`src/rtl/cluster_credit_dispatcher.sv`:
```
// rtl/cluster_credit_dispatcher.sv - credit-gated task dispatcher across clusters
// Optional per-cluster dispatch counters enabled by CLUSTER_DISPATCH_STATS_EN.
module cluster_credit_dispatcher #(
  parameter int unsigned NUM_CLUSTERS         = 4,
  parameter int unsigned NUM_HERS_PER_CLUSTER = 64,
  parameter int unsigned L1_PKT_BUFF_SIZE     = 512,
  parameter int unsigned SLOT_SIZE            = 64,
  parameter int unsigned PKT_SIZE_W           = 32
) (
  input  logic                            clk_i,
  input  logic                            rst_ni,
  input  logic                            task_valid_i,
  output logic                            task_ready_o,
  input  logic [PKT_SIZE_W-1:0]           task_size_i,
  input  logic [$clog2(NUM_CLUSTERS)-1:0] task_home_i,
  output logic                            disp_valid_o,
  input  logic                            disp_ready_i,
  output logic [$clog2(NUM_CLUSTERS)-1:0] disp_cluster_o,
  output logic [PKT_SIZE_W-1:0]           disp_size_o,
  input  logic                            fb_valid_i,
  output logic                            fb_ready_o,
  input  logic [$clog2(NUM_CLUSTERS)-1:0] fb_cluster_i,
  input  logic [PKT_SIZE_W-1:0]           fb_size_i,
  output logic                            err_o,
  output logic [NUM_CLUSTERS*32-1:0]      stat_dispatch_o
);

  localparam int unsigned CW = $clog2(NUM_CLUSTERS);
  localparam int unsigned HW = $clog2(NUM_HERS_PER_CLUSTER) + 1;
  localparam int unsigned BW = $clog2(L1_PKT_BUFF_SIZE) + 1;
  localparam int unsigned RW = PKT_SIZE_W + 1;
  localparam logic [RW-1:0] SLOT_MASK = ~RW'(SLOT_SIZE - 1);
  localparam logic [RW-1:0] L1_SIZE   = RW'(L1_PKT_BUFF_SIZE);
  localparam logic [HW-1:0] HER_MAX   = HW'(NUM_HERS_PER_CLUSTER);

  // One extra bit so a size near 2^PKT_SIZE_W still rounds up without wrapping.
  function automatic logic [RW-1:0] round_up(input logic [PKT_SIZE_W-1:0] s);
    return ({1'b0, s} + RW'(SLOT_SIZE - 1)) & SLOT_MASK;
  endfunction

  logic [HW-1:0]         her_cnt_q   [NUM_CLUSTERS];
  logic [HW-1:0]         her_cnt_d   [NUM_CLUSTERS];
  logic [BW-1:0]         byte_free_q [NUM_CLUSTERS];
  logic [BW-1:0]         byte_free_d [NUM_CLUSTERS];
  logic [CW-1:0]         rr_q, rr_d;
  logic                  disp_valid_q, disp_valid_d;
  logic [CW-1:0]         disp_cluster_q, disp_cluster_d;
  logic [PKT_SIZE_W-1:0] disp_size_q, disp_size_d;
  logic                  err_q, err_d;

  logic [RW-1:0]           task_rsz, fb_rsz;
  logic                    oversize;
  logic [NUM_CLUSTERS-1:0] elig;
  logic                    any_elig;
  logic [CW-1:0]           sel, scan_idx;
  logic                    found;
  logic                    out_free, accept, accept_ok, fb_ok;

  always_comb begin
    task_rsz = round_up(task_size_i);
    fb_rsz   = round_up(fb_size_i);
    oversize = task_rsz > L1_SIZE;
    for (int c = 0; c < NUM_CLUSTERS; c++) begin
      elig[c] = (her_cnt_q[c] < HER_MAX) && (RW'(byte_free_q[c]) >= task_rsz);
    end
  end

  // Home first, then round-robin scan starting at rr_q.
  always_comb begin
    sel      = task_home_i;
    found    = elig[task_home_i];
    scan_idx = '0;
    for (int i = 0; i < NUM_CLUSTERS; i++) begin
      scan_idx = rr_q + CW'(i);
      if (!found && elig[scan_idx]) begin
        sel   = scan_idx;
        found = 1'b1;
      end
    end
  end

  assign any_elig     = |elig;
  assign out_free     = !disp_valid_q || disp_ready_i;
  assign task_ready_o = rst_ni && out_free && (any_elig || oversize);
  assign accept       = task_valid_i && task_ready_o;
  assign accept_ok    = accept && !oversize;
  assign fb_ok        = fb_valid_i && (her_cnt_q[fb_cluster_i] != '0) &&
                        (RW'(byte_free_q[fb_cluster_i]) + fb_rsz <= L1_SIZE);

  // Debit and credit on the same cluster combine into a single net update.
  always_comb begin
    for (int c = 0; c < NUM_CLUSTERS; c++) begin
      her_cnt_d[c]   = her_cnt_q[c];
      byte_free_d[c] = byte_free_q[c];
      if (accept_ok && sel == CW'(c)) begin
        her_cnt_d[c]   = her_cnt_d[c] + HW'(1);
        byte_free_d[c] = byte_free_d[c] - BW'(task_rsz);
      end
      if (fb_ok && fb_cluster_i == CW'(c)) begin
        her_cnt_d[c]   = her_cnt_d[c] - HW'(1);
        byte_free_d[c] = byte_free_d[c] + BW'(fb_rsz);
      end
    end
  end

  always_comb begin
    disp_valid_d   = disp_valid_q;
    disp_cluster_d = disp_cluster_q;
    disp_size_d    = disp_size_q;
    rr_d           = rr_q;
    err_d          = err_q | (accept && oversize) | (fb_valid_i && !fb_ok);
    if (disp_valid_q && disp_ready_i) begin
      disp_valid_d = 1'b0;
    end
    if (accept_ok) begin
      disp_valid_d   = 1'b1;
      disp_cluster_d = sel;
      disp_size_d    = task_size_i;
      if (sel != task_home_i) begin
        rr_d = sel + CW'(1);
      end
    end
  end

  always_ff @(posedge clk_i or negedge rst_ni) begin
    if (!rst_ni) begin
      for (int c = 0; c < NUM_CLUSTERS; c++) begin
        her_cnt_q[c]   <= '0;
        byte_free_q[c] <= BW'(L1_PKT_BUFF_SIZE);
      end
      rr_q           <= '0;
      disp_valid_q   <= 1'b0;
      disp_cluster_q <= '0;
      disp_size_q    <= '0;
      err_q          <= 1'b0;
    end else begin
      her_cnt_q      <= her_cnt_d;
      byte_free_q    <= byte_free_d;
      rr_q           <= rr_d;
      disp_valid_q   <= disp_valid_d;
      disp_cluster_q <= disp_cluster_d;
      disp_size_q    <= disp_size_d;
      err_q          <= err_d;
    end
  end

  assign disp_valid_o   = disp_valid_q;
  assign disp_cluster_o = disp_cluster_q;
  assign disp_size_o    = disp_size_q;
  assign err_o          = err_q;
  assign fb_ready_o     = 1'b1;

`ifdef CLUSTER_DISPATCH_STATS_EN
  logic [31:0] stat_q [NUM_CLUSTERS];
  logic [31:0] stat_d [NUM_CLUSTERS];

  always_comb begin
    for (int c = 0; c < NUM_CLUSTERS; c++) begin
      stat_d[c] = stat_q[c];
      if (accept_ok && sel == CW'(c) && stat_q[c] != 32'hFFFF_FFFF) begin
        stat_d[c] = stat_q[c] + 32'd1;
      end
      stat_dispatch_o[c*32 +: 32] = stat_q[c];
    end
  end

  always_ff @(posedge clk_i or negedge rst_ni) begin
    if (!rst_ni) begin
      for (int c = 0; c < NUM_CLUSTERS; c++) begin
        stat_q[c] <= '0;
      end
    end else begin
      stat_q <= stat_d;
    end
  end
`else
  assign stat_dispatch_o = '0;
`endif

endmodule

```
`config.mk`:
```
export PLATFORM = sky130hd
export DESIGN_NAME = cluster_credit_dispatcher
export DESIGN_NICKNAME = d
export VERILOG_FILES = /design/src/rtl/cluster_credit_dispatcher.sv
export SDC_FILE = /design/constraint.sdc
export NUM_CORES = 1
export LEC_CHECK = 0
export BUFFER_PORTS_ARGS = -buffer_cell sky130_fd_sc_hd__buf_2
export CORE_UTILIZATION = 46
export CTS_CLUSTER_DIAMETER = 100
export DETAILED_ROUTE_END_ITERATION = 12
export GPL_TIMING_DRIVEN = 0
export PLACE_DENSITY_LB_ADDON = 0.05
export SYNTH_ARGS = -nofsm -noshare
export SYNTH_HDL_FRONTEND = slang
export SYNTH_SLANG_ARGS = --single-unit
```
`constraint.sdc`:
```
create_clock -name clk_i -period 7.35 [get_ports clk_i]
set_input_delay 1.1025 -clock clk_i [delete_from_list [all_inputs] [get_ports clk_i]]
set_output_delay 1.1025 -clock clk_i [all_outputs]
set_load 0.01 [all_outputs]
```
Word-level counts from Yosys, hierarchy flattened
Cells that the tools add are included.
{"block": "word_totals", "regBits": 106, "out_inout_bits": 166, "word_cells": 143}
{"block": "classes", "addsub": 23, "order_cmp": 16, "n_eq_ne": 7, "muxes": 41, "bitwise_logic": 3, "reduce_logical": 40}
{"cell": "10-bit by 33-bit greater-or-equal comparator with 1-bit output", "n": 4}
{"cell": "10-bit two-way mux", "n": 10}
{"cell": "7-bit two-way mux", "n": 10}
{"cell": "32-bit by 6-bit adder with 33-bit output (second input constant)", "n": 2}
{"cell": "10-bit adder", "n": 4}
{"cell": "10-bit subtractor", "n": 4}
{"cell": "10-bit by 33-bit adder with 33-bit output", "n": 1}
{"cell": "33-bit by 10-bit greater-than comparator with 1-bit output (second input constant)", "n": 1}
{"cell": "33-bit by 10-bit <= comparator with 1-bit output (second input constant)", "n": 1}
{"cell": "7-bit by 1-bit adder with 7-bit output (second input constant)", "n": 4}
{"cell": "7-bit less-than comparator (second input constant)", "n": 4}
{"cell": "7-bit by 1-bit subtractor with 7-bit output (second input constant)", "n": 4}
{"cell": "1-bit logical AND", "n": 25}
{"cell": "10-bit binary-select mux with 2-bit select", "n": 1}
{"cell": "2-bit by 3-bit less-than comparator with 1-bit output (second input constant)", "n": 5}
{"cell": "7-bit binary-select mux with 2-bit select", "n": 1}
{"cell": "1-bit binary-select mux with 2-bit select", "n": 5}
{"cell": "1-bit two-way mux", "n": 10}
{"cell": "2-bit equality test (second input constant)", "n": 4}
{"cell": "2-bit two-way mux", "n": 4}
{"cell": "1-bit zero test", "n": 7}
{"cell": "7-bit nonzero test", "n": 1}
{"cell": "2-bit by 1-bit adder with 2-bit output (second input constant)", "n": 2}
{"cell": "2-bit adder (second input constant)", "n": 2}
{"cell": "10 further kinds", "n": 14}

Logic depth before layout (Yosys ltp)
{"block": "depth", "word_depth": 22, "ltp_mapped": 29, "ltp_nobuf": 26}

Least setup slack after synthesis
No wires, ideal clock.
{"block": "synth_timing", "kind": "input to register", "from": "in task_size_i[0]", "to": "reg byte_free_q[39] (netlist name)", "setup_time_ns": 0.083, "arrival_time_ns": 7.123, "t_required_ns": 7.267, "slack_ns": 0.144, "stages": 26, "path_buffers": 1, "path_cell_list": "nor4_4 -> nand2_1 -> xor2_1 -> ha_1 -> or3b_2 -> o2111ai_1 -> nand4_1 -> o31ai_1 -> a21oi_2 -> mux4_2 -> a2111oi_4 -> nand2_1 -> or3_1 -> o211ai_2 -> inv_1 -> ha_1 -> nand4_1 -> clkbuf_1 -> mux2i_1 -> inv_1 -> ha_1 -> a21o_1 -> a21oi_1 -> xnor2_1 -> nor2_1 -> xnor2_1"}
{"item": "from (decl)", "line": "14", "rtl": "input logic [PKT_SIZE_W-1:0] task_size_i,"}
{"item": "to (signal, indexed assignment)", "line": "129", "rtl": "byte_free_q[c] <= BW'(L1_PKT_BUFF_SIZE);"}
{"item": "to (signal assigned)", "line": "138", "rtl": "byte_free_q <= byte_free_d;"}
{"item": "to (decl)", "line": "43", "rtl": "logic [BW-1:0] byte_free_q [NUM_CLUSTERS];"}

==> metrics <==
Setup Slack @ Placement=-1.39 ns; max-slew violations=0; io pins=239; worst setup margin=0.271 ns; crit path kind=in2reg; post-synthesis sequential area ratio=22.6%; Mapped Cells=1074; adder-cell share of the synthesized area=7.14%; Post-Layout Cell Count=roughly 1600; post-synthesis xor/xnor area fraction=9.52%; Syn Area/Cell=8.48 um^2; Critical Path RT=between 7 and 8 ns; Detailed Route WL=23800 um; status=complete, no violations; CTS buffer count=9; # setup viols final=0; layout cell share with drive strength beyond 1=27.0%; asr flop ratio synth=100%; CTS tree=built; Max FO, Critical Path=9; commonest non-fill, non-tap cell in the layout=buf_4; port bufs=103; Final Wtd Congestion=0.936; cell family with the largest share of critical-path delay=compound AO/OA/AOI/OAI gates; main combinational cell family by area after synthesis=simple AND/OR/NAND/NOR gates; GR Util met2=37.6%; post-synthesis cell area=9110 um^2; startpoint types=input pin; Overflow after GRT=0; Initial Utilization=46.8%; worst slew pin tran=1.07 ns; CTS HTree Levels=3; CP max stage delay=0.55 ns; Reg clk slew, reported paths=0.07 ns; Period minus WS final=between 7 and 8 ns; Synth cell types=92; Simple-Gate Fraction of Synth Area=between 20% and 30%; Die W=roughly 140 um; gr usage total=23.3%; ANT nets after route=0; met3 usage=3.42%; Rel. slew slack=28.2%; leakage=5.33 nW; Core Box Area=19500 um^2; Area growth syn-to-layout=22.4%; most frequent cells in the layout=buf_4 (150), conb_1 (129), buf_2 (106), dfrtp_1 (78), nand2_1 (73); Yosys reg bits=82; first-pass GRT wire length=37900 um; antenna cells=0; CTS max path bufs=2; final hold violation count=0; initial antenna violation count=0; crit share post-route=96.3%; clk_lat worst skew=around 0.35 ns; Placed Cells=1570; post-layout util=57.3%; # rows=51; cts hold-fix bufs=0; Root Buffer=clkbuf_16; WL/cell=14.9 um; clk sinks=82; placed wire-length estimate=18500 um; GR peak layer=met2; Yosys warnings=0; via count=8392; crit path buf inv count=3; vias in the first global route=7452; Layout Skew=0.00811 ns; ys flop type=dfrtp_1; CP endpoint kind=flop; Synth Area in Compound Gates=15.1%; first-pass iteration count of the detailed router=5; Worst Path Arrival=7.35 ns; nets@finish=1452; post-synthesis mux area share=about 7.7%; GR Util met1=roughly 33%; Die ar.=20400 um^2; Power Density=110 nW/um^2; CP max-delay cell=mux4_2; drt drc=0; average vias per placed instance=roughly 5.2; largest net degree at the start of global routing=53; HP Class=reg2reg; maxcap violations=0; Worst IR Drop VDD=between 0.0001 and 0.00015 V; Die Ht=between 100 and 150 um; f_max=~0.14 GHz; Post-synth EDFFs=0; starting DRC count in detailed routing=around 600
-- synth_stat cells, types with 6 or more instances --
master / instances / area (um^2)
nand2_1: 74 / 278
inv_1: 39 / 146
ha_1: 40 / 500
or3_1: 11 / 68.8
xnor2_1: 43 / 377
a211o_1: 7 / 61.3
a211oi_1: 6 / 45.0
o21ai_0: 32 / 160
or4_1: 11 / 82.6
and2_1: 15 / 93.8
nand3_1: 44 / 220
a21oi_1: 32 / 160
a21o_1: 9 / 67.6
xor2_1: 56 / 490
a31oi_1: 7 / 43.8
clkbuf_1: 32 / 120
mux4_2: 6 / 135
nor3_1: 30 / 150
mux2i_1: 33 / 330
nor3b_1: 6 / 45.0
nor2_1: 46 / 173
dfrtp_1: 78 / 1950
o31ai_1: 9 / 67.6
o2111ai_1: 8 / 70.1
mux2_2: 20 / 225
nand4_1: 41 / 257
nor4_1: 12 / 75.1
nor2b_1: 30 / 188
and3_1: 14 / 87.6
nand3b_1: 6 / 45.0
and4_1: 6 / 52.6
o211ai_1: 13 / 97.6
buf_4: 131 / 983
-- flip-flops by register name, summed over array words and instances, names as in the netlist --
signal,cells
disp_size_o,32
byte_free_q,16
her_cnt_q,28
disp_valid_o,1
disp_cluster_o,2
err_o,1
rr_q,2
-- worst paths after layout --
path,from,to,slack [ns],depth (start not counted)
worst max register to register,byte_free_q[16],her_cnt_q[27],1.56,22
min in group asynchronous,rst_ni,disp_size_o[23],0.69,1
max in group asynchronous,rst_ni,byte_free_q[9],5.99,2
worst min register to register,err_o,err_o,0.47,1
worst max-delay path,task_size_i[0],her_cnt_q[27],0.27,25
worst min-delay path,err_o,err_o,0.47,1
-- metal layers --
layer	part of all wire, %	vias up
met4	0.66	0
met2	46	288
met5	0	-
li1	-	4182
met1	47	3909
met3	6.3	13
-- timing repair --
action                     in CTS  in global routing
pin swaps                       2                 15
buffers inserted                3                 15
setup endpoints to repair      29                 13
gates resized for setup        14                 39
cloned                          0                  1
-- kinds of logic (layout without fill, tap and decap cells) --
family / Yosys count / in the layout
buffers and inverters: 209 / 347
AND/OR/NAND/NOR: 383 / 383
flip-flops: 82 / 82
adder cells (fa/ha/maj): 50 / 50
multiplexers: 60 / 60
XOR/XNOR: 99 / 99
AO/OA/AOI/OAI: 189 / 189
other: 2 / 129
-- stage by stage --
stage                     TNS (ns)  cell area (um^2)  power [mW]  hold WS, ns
after floorplan                  0              9580       0.659        0.500
after global placement      -23.01             10400       0.731        0.458
after detailed placement    -24.06             10500       0.735        0.460
after CTS                        0             10800        1.22        0.474
after global routing       -0.0341             11100        1.29        0.509
final                            0             11100        1.23        0.471
-- area by class of cell --
cell class	instances	area, um^2
Clock inverter	7	81.3
Multi-Input combinational cell	910	6460
Inverter	39	146
Clock buffer	9	225
Tap cell	265	332
Timing Repair Buffer	123	686
Sequential cell	82	2060
Fill cell	1845	8310
Buffer	169	1160
-- power by group --
| part | switching, mW | total, mW | leakage [nW] | internal [mW] |
|---|---|---|---|---|
| combinational | 0.171 | 0.296 | 4.06 | 0.125 |
| clock | 0.210 | 0.480 | 0.153 | 0.270 |
| sequential | 0.000000165 | 0.451 | 1.12 | 0.451 |
Note: power is estimated with default switching activity, not from simulation.
